File: config.mk
export PLATFORM = sky130hd
export DESIGN_NAME = mem_port_arbiter
export DESIGN_NICKNAME = d
export VERILOG_FILES = /design/src/rtl/mem_port_arbiter_pkg.sv /design/src/rtl/mem_port_arbiter_arb_pick.sv /design/src/rtl/mem_port_arbiter.sv
export SDC_FILE = /design/constraint.sdc
export NUM_CORES = 1
export LEC_CHECK = 0
export CAP_MARGIN = 20
export CORE_MARGIN = 5
export CORE_UTILIZATION = 43
export CTS_BUF_LIST = sky130_fd_sc_hd__clkbuf_8
export CTS_CLUSTER_DIAMETER = 80
export DETAILED_ROUTE_END_ITERATION = 8
export PLACE_DENSITY_LB_ADDON = 0.08
export SETUP_SLACK_MARGIN = 0.3
export SLEW_MARGIN = 20
export SYNTH_ARGS = -nofsm -noshare
export SYNTH_HDL_FRONTEND = slang
export SYNTH_HIERARCHICAL = 1
export SYNTH_SLANG_ARGS = --single-unit
export TNS_END_PERCENT = 50
File: constraint.sdc
create_clock -name clk -period 3.9 [get_ports clk]
set_input_delay 0.585 -clock clk [delete_from_list [all_inputs] [get_ports clk]]
set_output_delay 0.585 -clock clk [all_outputs]
set_load 0.1 [all_outputs]
File: src/rtl/mem_port_arbiter_pkg.sv
// ============================================================================
// mem_port_arbiter_pkg : shared state and owner encodings for the arbiter
// Revision 1.0
// ============================================================================
`default_nettype none

package mem_port_arbiter_pkg;

  typedef enum logic [1:0] {
    ARB_IDLE  = 2'd0,
    ARB_IBUSY = 2'd1,
    ARB_DBUSY = 2'd2
  } arb_state_t;

  localparam logic [1:0] OWN_NONE = 2'd0;
  localparam logic [1:0] OWN_I    = 2'd1;
  localparam logic [1:0] OWN_D    = 2'd2;

endpackage

`default_nettype wire

File: src/rtl/mem_port_arbiter_arb_pick.sv
// ============================================================================
// arb_pick : fetch/data winner select; round-robin under ARB_ROUND_ROBIN_EN
// Revision 1.0
// ============================================================================
`default_nettype none

module arb_pick (
  input  logic i_req,
  input  logic d_req,
`ifdef ARB_ROUND_ROBIN_EN
  input  logic last_d,
`endif
  output logic pick_d
);

  always_comb begin
`ifdef ARB_ROUND_ROBIN_EN
    // On a tie the port that was not served last wins.
    pick_d = d_req && !(i_req && last_d);
`else
    pick_d = d_req;
`endif
  end

endmodule

`default_nettype wire

File: src/rtl/mem_port_arbiter.sv
// ============================================================================
// mem_port_arbiter : shares one non-pipelined memory bus between fetch and
// load/store ports. Optional macro: ARB_ROUND_ROBIN_EN.  Revision 1.0
// ============================================================================
`default_nettype none

module mem_port_arbiter
  import mem_port_arbiter_pkg::*;
#(
  parameter int ADDR_WIDTH = 32,
  parameter int DATA_WIDTH = 32
) (
  input  logic                    clk,
  input  logic                    rst,
  input  logic                    i_req,
  input  logic [ADDR_WIDTH-1:0]   i_addr,
  output logic                    i_gnt,
  output logic                    i_valid,
  output logic [DATA_WIDTH-1:0]   i_rdata,
  input  logic                    d_req,
  input  logic                    d_we,
  input  logic [ADDR_WIDTH-1:0]   d_addr,
  input  logic [DATA_WIDTH-1:0]   d_wdata,
  input  logic [DATA_WIDTH/8-1:0] d_be,
  output logic                    d_gnt,
  output logic                    d_valid,
  output logic [DATA_WIDTH-1:0]   d_rdata,
  output logic                    mem_req,
  output logic                    mem_we,
  output logic [ADDR_WIDTH-1:0]   mem_addr,
  output logic [DATA_WIDTH-1:0]   mem_wdata,
  output logic [DATA_WIDTH/8-1:0] mem_be,
  input  logic                    mem_ack,
  input  logic [DATA_WIDTH-1:0]   mem_rdata,
  output logic [1:0]              owner
);

  localparam int BE_WIDTH = DATA_WIDTH / 8;

  arb_state_t state, state_next;
  logic       pick_d;

`ifdef ARB_ROUND_ROBIN_EN
  logic last_d;

  always_ff @(posedge clk) begin
    if (rst) begin
      last_d <= 1'b0;
    end else if (i_gnt || d_gnt) begin
      last_d <= d_gnt;
    end
  end

  arb_pick u_pick (
    .i_req  (i_req),
    .d_req  (d_req),
    .last_d (last_d),
    .pick_d (pick_d)
  );
`else
  arb_pick u_pick (
    .i_req  (i_req),
    .d_req  (d_req),
    .pick_d (pick_d)
  );
`endif

  always_ff @(posedge clk) begin
    if (rst) begin
      state <= ARB_IDLE;
    end else begin
      state <= state_next;
    end
  end

  // Grants are gated by rst so nothing is accepted while reset is held.
  always_comb begin
    state_next = state;
    i_gnt      = 1'b0;
    d_gnt      = 1'b0;
    owner      = OWN_NONE;
    case (state)
      ARB_IDLE: begin
        if (!rst) begin
          d_gnt = d_req && pick_d;
          i_gnt = i_req && !pick_d;
        end
        if (d_gnt) begin
          state_next = ARB_DBUSY;
        end else if (i_gnt) begin
          state_next = ARB_IBUSY;
        end
      end
      ARB_IBUSY: begin
        owner = OWN_I;
        if (mem_ack) begin
          state_next = ARB_IDLE;
        end
      end
      ARB_DBUSY: begin
        owner = OWN_D;
        if (mem_ack) begin
          state_next = ARB_IDLE;
        end
      end
      default: begin
        state_next = ARB_IDLE;
      end
    endcase
  end

  always_ff @(posedge clk) begin
    if (rst) begin
      mem_req   <= 1'b0;
      mem_we    <= 1'b0;
      mem_addr  <= '0;
      mem_wdata <= '0;
      mem_be    <= '0;
      i_valid   <= 1'b0;
      d_valid   <= 1'b0;
      i_rdata   <= '0;
      d_rdata   <= '0;
    end else begin
      i_valid <= 1'b0;
      d_valid <= 1'b0;
      case (state)
        ARB_IDLE: begin
          if (d_gnt) begin
            mem_req   <= 1'b1;
            mem_we    <= d_we;
            mem_addr  <= d_addr;
            mem_wdata <= d_wdata;
            mem_be    <= d_be;
          end else if (i_gnt) begin
            mem_req  <= 1'b1;
            mem_we   <= 1'b0;
            mem_addr <= i_addr;
            mem_be   <= {BE_WIDTH{1'b1}};
          end
        end
        ARB_IBUSY: begin
          if (mem_ack) begin
            mem_req <= 1'b0;
            i_rdata <= mem_rdata;
            i_valid <= 1'b1;
          end
        end
        ARB_DBUSY: begin
          if (mem_ack) begin
            mem_req <= 1'b0;
            d_valid <= 1'b1;
            if (!mem_we) begin
              d_rdata <= mem_rdata;
            end
          end
        end
        default: begin
          mem_req <= 1'b0;
        end
      endcase
    end
  end

endmodule

`default_nettype wire

==> metrics.txt, run 1 <==
# TYPE chip_impl_metric gauge
chip_impl_info{name="outcome",value="finished clean"} 1
chip_impl_metric{name="syn_area_per_cell",unit="µm²"} 8.40
chip_impl_info{name="holdCritStartpoint",value="mem_addr[23]$_SDFFE_PP0P_"} 1
chip_impl_info{name="crit_path_start",value="state[0]$_SDFFE_PP0P_"} 1
chip_impl_metric{name="post-route-period-util",unit=""} 0.733
chip_impl_metric{name="max_freq",unit="MHz"} 350
chip_impl_metric{name="timing.critical_path.fanout_max",unit=""} 4
chip_impl_metric{name="mappedNetlistNets",unit=""} 760
chip_impl_metric{name="numPlacedInstances",unit=""} 1001
chip_impl_metric{name="drt_wl_total",unit="mm"} 16.8
chip_impl_metric{name="dr.pass1.iters",unit=""} 4
chip_impl_metric{name="place.detailed.hpwl",unit="mm"} 12.4
chip_impl_metric{name="routabilityCongestion",unit=""} 0.785
chip_impl_metric{name="grt_pass1_vias",unit=""} 5203
chip_impl_metric{name="timing.final.hold_violations",unit=""} 0
chip_impl_metric{name="boundaryPins",unit=""} 278
chip_impl_metric{name="via_count",unit=""} 5205
chip_impl_metric{name="cts.sinks",unit=""} 138
chip_impl_metric{name="synthesis.area",unit="µm²"} 5190
chip_impl_metric{name="track_usage",unit=""} 0.227
chip_impl_metric{name="worst_skew_pair.late_latency",unit="ns"} 0.44
chip_impl_metric{name="die-area",unit="µm²"} 14400
chip_impl_metric{name="max_cap_viol_count",unit=""} 0
chip_impl_metric{name="fin_skew",unit="ns"} 0.00601
chip_impl_metric{name="period_needed",unit="ns"} 2.86
chip_impl_metric{name="final_cell_count_no_fill",unit=""} 1032
chip_impl_metric{name="max_slew_margin",unit=""} 0.304
chip_impl_metric{name="leakage",unit="µW"} 0.00298
chip_impl_metric{name="drt_first_iter_violations",unit=""} 295
chip_impl_info{name="criticalPathCategory",value="register to output port"} 1
chip_impl_metric{name="syn_inst",unit=""} 618
chip_impl_metric{name="yosysWarningCount",unit=""} 6
chip_impl_metric{name="slew_viol_final",unit=""} 0
chip_impl_metric{name="post_cts_resized",unit=""} 0
chip_impl_metric{name="globalRouteOverflowTotal",unit=""} 0
chip_impl_metric{name="synth.distinct_cells",unit=""} 27
chip_impl_metric{name="r2r_cells",unit=""} 6
chip_impl_metric{name="area_of_combinational_cells_with_multiple_inputs",unit="µm²"} 2030
chip_impl_info{name="regToRegStartpoint",value="state[1]$_SDFFE_PP0P_"} 1
chip_impl_metric{name="die_height",unit="µm"} 120
chip_impl_metric{name="seq_area",unit="µm²"} 2760
chip_impl_metric{name="core",unit="µm²"} 11900
chip_impl_info{name="min-delay-path-class",value="register to register"} 1
chip_impl_info{name="layout.cells.most_common",value="sky130_fd_sc_hd__clkdlybuf4s50_1"} 1
chip_impl_metric{name="num_cts_buffers",unit=""} 17
chip_impl_metric{name="std_cell_rows",unit=""} 40
chip_impl_metric{name="ant_nets",unit=""} 0
chip_impl_metric{name="flip_flop_and_latch_count_after_synthesis",unit=""} 138
chip_impl_metric{name="post_cts_hold_buffer_count",unit=""} 0
chip_impl_info{name="unrepaired_setup_endpoints_after_global_routing",value="false"} 1
chip_impl_metric{name="die_width",unit="µm"} 120
chip_impl_metric{name="remaining_drc_errors",unit=""} 0
chip_impl_metric{name="initial_antenna_violation_count",unit=""} 0
chip_impl_metric{name="critPathArrivalTime",unit="ns"} 2.27
chip_impl_info{name="clk_root_buffer_cell",value="sky130_fd_sc_hd__clkbuf_8"} 1
chip_impl_metric{name="antenna-diode-count",unit=""} 0
chip_impl_metric{name="worstPathRequired",unit="ns"} 3.31
chip_impl_metric{name="cts.htree.levels",unit=""} 4
chip_impl_metric{name="clk_transition_reported_paths",unit="ns"} 0.07
chip_impl_info{name="start_kind",value="register"} 1
chip_impl_metric{name="clock_tree.buffer_depth",unit=""} 2
chip_impl_metric{name="io_buffer_count",unit=""} 277
chip_impl_metric{name="filler_cell_count",unit=""} 975
chip_impl_metric{name="grt_first_pass_wirelength",unit="mm"} 25.8
chip_impl_metric{name="fin_setup_tns",unit="ns"} 0
chip_impl_metric{name="initial_core_util",unit=""} 0.436
chip_impl_metric{name="synth_seq_area_share",unit=""} 0.532
chip_impl_metric{name="vias_cell",unit=""} 5.04
chip_impl_metric{name="finalNetCount",unit=""} 1015
chip_impl_info{name="layout.cells.most_common_list",value="sky130_fd_sc_hd__clkdlybuf4s50_1 (274), sky130_fd_sc_hd__nand2_1 (195), sky130_fd_sc_hd__dfxtp_1 (138)"} 1
chip_impl_metric{name="whs_path_depth",unit=""} 2
chip_impl_metric{name="tightestPinTransition",unit="ns"} 1.04
chip_impl_metric{name="post_cts_setup_buffer_count",unit=""} 0
chip_impl_info{name="clock_tree_from_tritoncts",value="built"} 1
chip_impl_metric{name="wire_per_inst",unit="µm"} 16.3
chip_impl_metric{name="pwr_density_cell",unit="nW/µm²"} 470
chip_impl_info{name="end_kind",value="output port"} 1
chip_impl_metric{name="setup_viol",unit=""} 0
chip_impl_metric{name="drive_gt1_frac",unit=""} 0.0836
chip_impl_metric{name="max-vdd-ir-drop",unit="µV"} 280
chip_impl_metric{name="grt_max_degree",unit=""} 69
chip_impl_metric{name="areaGrowthSynthToFinish",unit="%"} 61.3
==> sequential cells by signal, indices dropped and copies added (netlist names), 2 cells and up <==
register   cells
d_rdata       32
i_rdata       32
mem_addr      32
mem_be         4
mem_wdata     32
state          2
==> power by group <==
part	total (µW)	internal (µW)	switching (µW)
clock network	1190	668	523
logic	1200	339	864
registers	1540	1490	45.9
==> routing by layer <==
layer  vias to the layer above  wire length, µm  global-route usage
met5                         -                0                   0
met4                         0              476              0.0988
met3                        37             1650              0.0895
met2                       204             8450               0.400
met1                      2412             6210               0.238
li1                       2552                -                   -
==> cell type report <==
type / count / area share
Clock buffer: 20 / 0.0329
Clock inverter: 11 / 0.0154
Inverter: 39 / 0.0175
Multi-Input combinational cell: 392 / 0.242
Sequential cell: 138 / 0.330
Tap cell: 147 / 0.0220
Timing Repair Buffer: 285 / 0.340
==> final timing paths <==
check | end | slack (ns)
min | mem_addr[23]$_SDFFE_PP0P_ | 0.45
max | owner[1] | 1.04
max reg2reg | i_rdata[5]$_SDFFE_PP0P_ | 1.90
min reg2reg | mem_addr[23]$_SDFFE_PP0P_ | 0.45
==> stage by stage <==
stage / instance area (µm²) / util / setup WS (ns) / total power (µW) / hold WS, ns
after detailed placement: 7960 / 0.669 / 1.13 / 2770 / 0.440
after global placement: 7960 / 0.669 / 1.19 / 2760 / 0.432
final: 8380 / 0.703 / 1.04 / 3930 / 0.450
after floorplan: 5190 / - / 0.921 / 2420 / 0.515
after CTS: 8370 / 0.703 / 1.01 / 3960 / 0.452
after global routing: 8380 / 0.703 / 0.942 / 4080 / 0.467
==> critical path: stages (launching register included) <==
cell and delay, ns:
sky130_fd_sc_hd__dfxtp_1 0.34, sky130_fd_sc_hd__inv_1 0.09, sky130_fd_sc_hd__ha_1 0.20, sky130_fd_sc_hd__clkdlybuf4s50_1 1.19
==> logic make-up after synthesis <==
| kind of cell | Yosys count | share of synthesized area |
|---|---|---|
| DFF | 138 | 0.532 |
| muxes | 1 | 0.00193 |
| buffers and inverters | 88 | 0.0793 |
| AOI/OAI and AO/OA | 174 | 0.215 |
| and+or+nand+nor | 213 | 0.162 |
| adders and majority gates | 4 | 0.00964 |
==> cell usage after synthesis <==
cell type                   instances  area share
sky130_fd_sc_hd__o221ai_1          32       0.054
sky130_fd_sc_hd__a2bb2oi_1          1      0.0017
sky130_fd_sc_hd__a21oi_2           30       0.051
sky130_fd_sc_hd__nand3b_1           2      0.0029
sky130_fd_sc_hd__ha_1               4      0.0096
sky130_fd_sc_hd__nand2b_1           2      0.0024
sky130_fd_sc_hd__and3b_1            1      0.0017
sky130_fd_sc_hd__o21ai_0            4      0.0039
sky130_fd_sc_hd__a31o_2             1      0.0017
sky130_fd_sc_hd__nand2_1          196        0.14
sky130_fd_sc_hd__buf_12             3       0.012
sky130_fd_sc_hd__and3_1             3      0.0036
sky130_fd_sc_hd__buf_4              1      0.0014
sky130_fd_sc_hd__nor3_1             1     0.00096
sky130_fd_sc_hd__buf_2             17       0.016
sky130_fd_sc_hd__a21oi_1          105        0.10
sky130_fd_sc_hd__dfxtp_1          138        0.53
sky130_fd_sc_hd__and2_1             1      0.0012
sky130_fd_sc_hd__nor2_1             4      0.0029
sky130_fd_sc_hd__inv_1             39       0.028
sky130_fd_sc_hd__mux2i_1            1      0.0019
sky130_fd_sc_hd__buf_6              1      0.0022
sky130_fd_sc_hd__and2b_1            1      0.0014
sky130_fd_sc_hd__o221a_2            1      0.0022
sky130_fd_sc_hd__nor2b_1            1      0.0012
sky130_fd_sc_hd__nand3_2            1      0.0019
sky130_fd_sc_hd__clkbuf_1          27       0.020
No activity file was read; power rests on OpenSTA's default activity.
==> run 2: changes to the inputs <==
--- a/config.mk
+++ b/config.mk
@@ -7,7 +7,7 @@
 export LEC_CHECK = 0
 export CAP_MARGIN = 20
 export CORE_MARGIN = 5
-export CORE_UTILIZATION = 43
+export CORE_UTILIZATION = 36
 export CTS_BUF_LIST = sky130_fd_sc_hd__clkbuf_8
 export CTS_CLUSTER_DIAMETER = 80
 export DETAILED_ROUTE_END_ITERATION = 8
==> constraint.sdc (replaced) <==
create_clock -name clk -period 2.57 [get_ports clk]
set_input_delay 0.3855 -clock clk [delete_from_list [all_inputs] [get_ports clk]]
set_output_delay 0.3855 -clock clk [all_outputs]
set_load 0.1 [all_outputs]
==> metrics.txt, run 2 (synthesis gave the netlist of run 1 again) <==
# TYPE chip_impl_metric gauge
chip_impl_metric{name="remaining_drc_errors",unit=""} 0
chip_impl_metric{name="pwr_density_cell",unit="nW/µm²"} 713
chip_impl_metric{name="worst_skew_pair.late_latency",unit="ns"} 0.43
chip_impl_metric{name="max_freq",unit="MHz"} 465
chip_impl_metric{name="die-area",unit="µm²"} 16900
chip_impl_metric{name="finalNetCount",unit=""} 1017
chip_impl_metric{name="initial_core_util",unit=""} 0.371
chip_impl_metric{name="std_cell_rows",unit=""} 43
chip_impl_info{name="clock_tree_from_tritoncts",value="built"} 1
chip_impl_metric{name="ant_nets",unit=""} 0
chip_impl_metric{name="timing.final.hold_violations",unit=""} 0
chip_impl_metric{name="grt_pass1_vias",unit=""} 5171
chip_impl_metric{name="vias_cell",unit=""} 4.85
chip_impl_info{name="critical-path-top-delay-family",value="adder cells"} 1
chip_impl_metric{name="place_ws",unit="ns"} 0.380
chip_impl_metric{name="drt_wl_total",unit="mm"} 17.1
chip_impl_metric{name="worst-path-stages",unit=""} 5
chip_impl_metric{name="drive_gt1_frac",unit=""} 0.241
chip_impl_metric{name="routabilityCongestion",unit=""} 0.752
chip_impl_info{name="unrepaired_setup_endpoints_after_global_routing",value="false"} 1
chip_impl_metric{name="max-vdd-ir-drop",unit="µV"} 434
chip_impl_info{name="regToRegStartpoint",value="state[0]$_SDFFE_PP0P_"} 1
chip_impl_metric{name="cts.sinks",unit=""} 138
chip_impl_metric{name="antenna-diode-count",unit=""} 0
chip_impl_info{name="crit_path_start",value="state[1]$_SDFFE_PP0P_"} 1
chip_impl_metric{name="cpPeakStageDelay",unit="ns"} 0.35
chip_impl_metric{name="grt_max_degree",unit=""} 69
chip_impl_info{name="end_point_of_the_critical_path",value="i_gnt"} 1
chip_impl_metric{name="post-route-period-util",unit=""} 0.837
chip_impl_metric{name="fin_skew",unit="ns"} 0.00628
chip_impl_info{name="crit-reg2reg-capture",value="mem_addr[28]$_SDFFE_PP0P_"} 1
chip_impl_metric{name="initial_antenna_violation_count",unit=""} 0
chip_impl_metric{name="clock_tree.buffer_depth",unit=""} 2
chip_impl_metric{name="filler_cell_count",unit=""} 1303
chip_impl_metric{name="tightestPinTransition",unit="ns"} 0.716
chip_impl_metric{name="post_cts_setup_buffer_count",unit=""} 0
chip_impl_metric{name="slew_viol_final",unit=""} 0
chip_impl_metric{name="max_slew_margin",unit=""} 0.523
chip_impl_metric{name="clk_transition_reported_paths",unit="ns"} 0.07
chip_impl_metric{name="worstPathRequired",unit="ns"} 2.18
chip_impl_metric{name="switching_power",unit="µW"} 2160
chip_impl_metric{name="timing.critical_path.buf_inv",unit=""} 2
chip_impl_metric{name="setup_viol",unit=""} 0
chip_impl_info{name="criticalPathCategory",value="register to output port"} 1
chip_impl_metric{name="die_width",unit="µm"} 130
chip_impl_metric{name="io_buffer_count",unit=""} 277
chip_impl_metric{name="dr.pass1.iters",unit=""} 4
chip_impl_info{name="layout.cells.most_common",value="sky130_fd_sc_hd__nand2_1"} 1
chip_impl_metric{name="timing.critical_path.fanout_max",unit=""} 7
chip_impl_metric{name="sequentialPowerShare",unit=""} 0.407
chip_impl_metric{name="grt_first_pass_wirelength",unit="mm"} 25.9
chip_impl_metric{name="leakage",unit="µW"} 0.00323
chip_impl_metric{name="core",unit="µm²"} 14000
chip_impl_metric{name="p_int",unit="µW"} 3590
chip_impl_info{name="crit_path_top_delay_cell",value="sky130_fd_sc_hd__ha_1"} 1
chip_impl_metric{name="cts.htree.levels",unit=""} 4
chip_impl_info{name="clk_root_buffer_cell",value="sky130_fd_sc_hd__clkbuf_8"} 1
chip_impl_info{name="outcome",value="finished clean"} 1
chip_impl_metric{name="boundaryPins",unit=""} 278
chip_impl_metric{name="max_cap_viol_count",unit=""} 0
chip_impl_metric{name="globalRouteOverflowTotal",unit=""} 0
chip_impl_metric{name="wire_per_inst",unit="µm"} 16.0
chip_impl_metric{name="track_usage",unit=""} 0.194
chip_impl_metric{name="finalInstanceArea",unit="µm²"} 8060
chip_impl_metric{name="post_cts_hold_buffer_count",unit=""} 0
chip_impl_metric{name="num_cts_buffers",unit=""} 17
chip_impl_info{name="critical_path_cell_by_cell",value="inv_1 -> ha_1 -> nand3b_1 -> nor2_2 -> buf_12"} 1
chip_impl_metric{name="post_cts_resized",unit=""} 0
chip_impl_metric{name="via_count",unit=""} 5175
chip_impl_metric{name="p_sw_frac",unit=""} 0.375
chip_impl_metric{name="postLayoutSetupSlackWorst",unit="ns"} 0.420
chip_impl_metric{name="reg2reg_slack",unit="ns"} 0.61
chip_impl_info{name="min-delay-path-class",value="input pin to register"} 1
chip_impl_metric{name="areaGrowthSynthToFinish",unit="%"} 55.2
chip_impl_metric{name="place.detailed.hpwl",unit="mm"} 12.4
chip_impl_info{name="end_kind",value="output port"} 1
chip_impl_metric{name="die_height",unit="µm"} 130
chip_impl_metric{name="final_core_utilization",unit=""} 0.576
chip_impl_metric{name="clock_power_share",unit=""} 0.283
chip_impl_metric{name="critPathArrivalTime",unit="ns"} 1.76
chip_impl_metric{name="period_needed",unit="ns"} 2.15
chip_impl_metric{name="fin_worst_hold_slack",unit="ns"} 0.381
chip_impl_metric{name="combinationalPowerShare",unit=""} 0.310
chip_impl_info{name="start_kind",value="register"} 1
chip_impl_metric{name="drt_first_iter_violations",unit=""} 281
chip_impl_metric{name="dpl_cell_area",unit="µm²"} 7690
chip_impl_info{name="layout.cells.most_common_list",value="sky130_fd_sc_hd__nand2_1 (196), sky130_fd_sc_hd__buf_4 (148), sky130_fd_sc_hd__dfxtp_1 (138)"} 1
chip_impl_metric{name="r2r_cells",unit=""} 6
run 2: power by group through the flow:
stage               registers [µW]  clock network (µW)  logic (µW)
CTS                           2340                1680        1800
global placement              2380                   0        1780
global route                  2350                1770        1860
finish                        2340                1630        1780
detailed placement            2380                   0        1790
floorplan                     3280                   0         396
run 2: worst min path at each step:
| stage | startpoint | to | slack, ns | cells after the start |
|---|---|---|---|---|
| after global placement | mem_be[3]$_SDFFE_PP0P_ | mem_be[3]$_SDFFE_PP0P_ | 0.44 | 2 |
| after detailed placement | mem_be[1]$_SDFFE_PP0P_ | mem_be[1]$_SDFFE_PP0P_ | 0.44 | 2 |
| after CTS | rst | mem_wdata[7]$_SDFFE_PP0P_ | 0.36 | 2 |
| final | rst | mem_wdata[26]$_SDFFE_PP0P_ | 0.38 | 2 |
| after floorplan | state[0]$_SDFFE_PP0P_ | state[0]$_SDFFE_PP0P_ | 0.52 | 2 |
| after global routing | rst | mem_wdata[31]$_SDFFE_PP0P_ | 0.37 | 2 |
run 2: metal layers:
layer / vias to the layer above / GRT usage / routed length, µm
li1: 2557 / - / -
met1: 2389 / 0.210 / 6440
met2: 197 / 0.345 / 8510
met3: 32 / 0.0696 / 1620
met4: 0 / 0.0782 / 485
met5: - / 0 / 0
run 2: cell type report:
| type | count | area [µm²] | area share |
|---|---|---|---|
| well taps | 180 | 225 | 0.0279 |
| inverters | 39 | 146 | 0.0182 |
| clock buffers | 21 | 289 | 0.0359 |
| repair buffers | 287 | 2530 | 0.314 |
| flip-flops and latches | 138 | 2760 | 0.343 |
| clock inverters | 11 | 80.1 | 0.00994 |
| multi-input cells | 392 | 2020 | 0.251 |
run 2: through the flow:
step                TNS (ns)  power, µW  cells
global route               0       5990   1068
CTS                        0       5820   1068
finish                     0       5750   1068
floorplan            -0.0680       3670    618
global placement           0       4160   1036
detailed placement         0       4180   1036
run 2: worst register-to-register path, delay by kind of cell, from the launching register on:
kind	cells	cell delay, ns
simple gates	1	0.11
compound gates	2	0.43
fa+ha+maj	1	0.32
flops	1	0.39
buf+inv	2	0.66
==> run 3: changes to the inputs <==
==> constraint.sdc (replaced) <==
create_clock -name clk -period 1.8 [get_ports clk]
set_input_delay 0.27 -clock clk [delete_from_list [all_inputs] [get_ports clk]]
set_output_delay 0.27 -clock clk [all_outputs]
set_load 0.1 [all_outputs]
==> metrics.txt, run 3 (synthesis gave the netlist of run 1 again) <==
# TYPE chip_impl_metric gauge
chip_impl_metric{name="max_slew_margin",unit=""} 0.662
chip_impl_metric{name="drt_wl_total",unit="mm"} 18.3
chip_impl_info{name="end_kind",value="output port"} 1
chip_impl_metric{name="post-route-period-util",unit=""} 1.00
chip_impl_info{name="outcome",value="complete, but fails checks"} 1
chip_impl_metric{name="seq_area",unit="µm²"} 2770
chip_impl_metric{name="ant_nets",unit=""} 0
chip_impl_metric{name="boundaryPins",unit=""} 278
chip_impl_metric{name="clock_power_share",unit=""} 0.254
chip_impl_metric{name="dr.pass1.iters",unit=""} 4
chip_impl_metric{name="areaGrowthSynthToFinish",unit="%"} 75.1
chip_impl_metric{name="sequentialPowerShare",unit=""} 0.398
chip_impl_metric{name="fin_skew",unit="ns"} 0.00822
chip_impl_info{name="start_kind",value="input pin"} 1
chip_impl_metric{name="pwr_density_cell",unit="nW/µm²"} 924
chip_impl_metric{name="antenna-diode-count",unit=""} 0
chip_impl_metric{name="slew_viol_final",unit=""} 0
chip_impl_metric{name="routed-wl-met3",unit="mm"} 1.75
chip_impl_metric{name="filler_cell_count",unit=""} 1158
chip_impl_metric{name="worstPathRequired",unit="ns"} 1.53
chip_impl_metric{name="core",unit="µm²"} 14000
chip_impl_metric{name="clock_tree.buffer_depth",unit=""} 2
chip_impl_metric{name="die-area",unit="µm²"} 16900
chip_impl_metric{name="postLayoutSetupSlackWorst",unit="ns"} -0.00789
chip_impl_metric{name="combinationalPowerShare",unit=""} 0.348
chip_impl_metric{name="initial_antenna_violation_count",unit=""} 0
chip_impl_metric{name="leakage",unit="µW"} 0.00364
chip_impl_metric{name="p_int",unit="µW"} 5170
chip_impl_metric{name="cts.htree.levels",unit=""} 4
chip_impl_metric{name="route.layer.met1.wl",unit="mm"} 6.79
chip_impl_metric{name="remaining_drc_errors",unit=""} 0
chip_impl_metric{name="tightestPinTransition",unit="ns"} 0.507
chip_impl_info{name="criticalPathCategory",value="input pin to output port"} 1
chip_impl_info{name="clock_tree_from_tritoncts",value="built"} 1
chip_impl_metric{name="finalNetCount",unit=""} 1039
chip_impl_metric{name="clk_transition_reported_paths",unit="ns"} 0.07
chip_impl_metric{name="numPlacedInstances",unit=""} 1044
chip_impl_metric{name="drive_gt1_frac",unit=""} 0.372
chip_impl_metric{name="switching_power",unit="µW"} 3230
chip_impl_metric{name="critPathArrivalTime",unit="ns"} 1.54
chip_impl_metric{name="die_width",unit="µm"} 130
chip_impl_info{name="crit_path_top_delay_cell",value="sky130_fd_sc_hd__clkdlybuf4s50_1"} 1
chip_impl_metric{name="grt_first_pass_wirelength",unit="mm"} 26.4
chip_impl_metric{name="initial_core_util",unit=""} 0.371
chip_impl_metric{name="max_cap_viol_count",unit=""} 0
chip_impl_metric{name="wl_met2",unit="mm"} 9.42
chip_impl_metric{name="timing.critical_path.fanout_max",unit=""} 7
chip_impl_info{name="clk_root_buffer_cell",value="sky130_fd_sc_hd__clkbuf_8"} 1
chip_impl_metric{name="std_cell_rows",unit=""} 43
chip_impl_metric{name="cts.sinks",unit=""} 138
chip_impl_metric{name="num_cts_buffers",unit=""} 17
chip_impl_metric{name="p_sw_frac",unit=""} 0.384
chip_impl_metric{name="vias_cell",unit=""} 4.95
chip_impl_info{name="critical-path-top-delay-family",value="buffers and inverters"} 1
chip_impl_metric{name="area_of_combinational_cells_with_multiple_inputs",unit="µm²"} 2660
chip_impl_metric{name="track_usage",unit=""} 0.199
chip_impl_metric{name="setup_viol",unit=""} 1
chip_impl_info{name="critical_path_cell_by_cell",value="clkdlybuf4s50_1 -> nand3b_1 -> nor2_4 -> buf_12"} 1
chip_impl_info{name="layout.cells.most_common_list",value="sky130_fd_sc_hd__nand2_1 (163), sky130_fd_sc_hd__buf_4 (145), sky130_fd_sc_hd__clkdlybuf4s50_1 (136)"} 1
chip_impl_metric{name="timing.final.hold_violations",unit=""} 0
chip_impl_info{name="layout.cells.most_common",value="sky130_fd_sc_hd__nand2_1"} 1
chip_impl_metric{name="period_needed",unit="ns"} 1.81
chip_impl_metric{name="max_freq",unit="MHz"} 553
chip_impl_metric{name="routabilityCongestion",unit=""} 0.846
chip_impl_metric{name="post_cts_hold_buffer_count",unit=""} 0
chip_impl_metric{name="drt_first_iter_violations",unit=""} 234
chip_impl_metric{name="via_count",unit=""} 5376
chip_impl_metric{name="grt_max_degree",unit=""} 38
chip_impl_info{name="violations",value="negative setup slack"} 1
chip_impl_info{name="holdCritStartpoint",value="rst"} 1
chip_impl_metric{name="wire_per_inst",unit="µm"} 16.9
chip_impl_info{name="unrepaired_setup_endpoints_after_global_routing",value="true"} 1
chip_impl_metric{name="grt_pass1_vias",unit=""} 5364
chip_impl_metric{name="cpPeakStageDelay",unit="ns"} 0.58
chip_impl_metric{name="worst_skew_pair.late_latency",unit="ns"} 0.44
chip_impl_metric{name="place.detailed.hpwl",unit="mm"} 12.6
chip_impl_metric{name="die_height",unit="µm"} 130
chip_impl_info{name="crit_path_start",value="d_req"} 1
chip_impl_metric{name="timing.critical_path.buf_inv",unit=""} 2
chip_impl_info{name="maxUsedRoutingLayer",value="met4"} 1
chip_impl_info{name="min-delay-path-class",value="input pin to register"} 1
chip_impl_metric{name="globalRouteOverflowTotal",unit=""} 0
chip_impl_metric{name="fin_setup_tns",unit="ns"} -0.00789
chip_impl_metric{name="final_cell_count_no_fill",unit=""} 1087
chip_impl_metric{name="max-vdd-ir-drop",unit="µV"} 574
chip_impl_metric{name="io_buffer_count",unit=""} 277
chip_impl_info{name="regToRegStartpoint",value="state[0]$_SDFFE_PP0P_"} 1
==> run 3: final timing paths <==
check                                            endpoint  slack [ns]  cells past startpoint
worst max-delay path                                i_gnt      -0.008                      4
worst min-delay path                state[1]$_SDFFE_PP0P_        0.09                      2
worst max register to register  mem_wdata[3]$_SDFFE_PP0P_        0.21                      9
worst min register to register     mem_be[1]$_SDFFE_PP0P_        0.45                      2
==> run 3: timing repair <==
item	4_1_cts	5_1_grt
pin swaps	4	44
gates resized for setup	7	141
cloned	0	4
setup endpoints to repair	5	95
buffers inserted	9	1
==> run 3: through the flow <==
| stage | utilization | cell area (µm²) | setup slack [ns] | power, µW | hold slack [ns] |
|---|---|---|---|---|---|
| 2_1_floorplan | - | 5250 | 0.0832 | 5270 | 0.406 |
| 3_3_place_gp | 0.568 | 7940 | 0.0283 | 6030 | 0.433 |
| 3_5_place_dp | 0.568 | 7940 | -0.0222 | 6060 | 0.440 |
| 4_1_cts | 0.600 | 8390 | -0.0226 | 8240 | 0.0674 |
| 5_1_grt | 0.650 | 9090 | -0.0628 | 8750 | 0.0595 |
| 6_report | 0.650 | 9090 | -0.00789 | 8400 | 0.0892 |
==> run 3: area by class of cell <==
type / count / share of cell area
Timing Repair Buffer: 309 / 0.327
Sequential cell: 138 / 0.304
Multi-Input combinational cell: 392 / 0.292
Clock buffer: 21 / 0.0318
Tap cell: 180 / 0.0248
Inverter: 39 / 0.0161
Clock inverter: 8 / 0.00372
==> run 3: routing by layer <==
metal | GRT usage | vias up
met1 | 0.212 | 2541
met5 | 0 | -
met3 | 0.0876 | 30
met2 | 0.352 | 197
met4 | 0.0678 | 0
li1 | - | 2608
==> run 3: power groups by stage <==
| stage | logic (µW) | registers [µW] | clock network [µW] |
|---|---|---|---|
| 2_1_floorplan | 585 | 4680 | 0 |
| 3_3_place_gp | 2620 | 3410 | 0 |
| 3_5_place_dp | 2650 | 3410 | 0 |
| 4_1_cts | 2710 | 3340 | 2190 |
| 5_1_grt | 3040 | 3360 | 2340 |
| 6_report | 2930 | 3340 | 2130 |
==> run 3: worst register-to-register path: cells and delay by family (launching register included) <==
kind,cells,cell delay [ns]
and+or+nand+nor,2,0.32
buffers and inverters,5,0.58
adders and majority gates,1,0.16
DFF,1,0.33
AOI/OAI and AO/OA,1,0.14
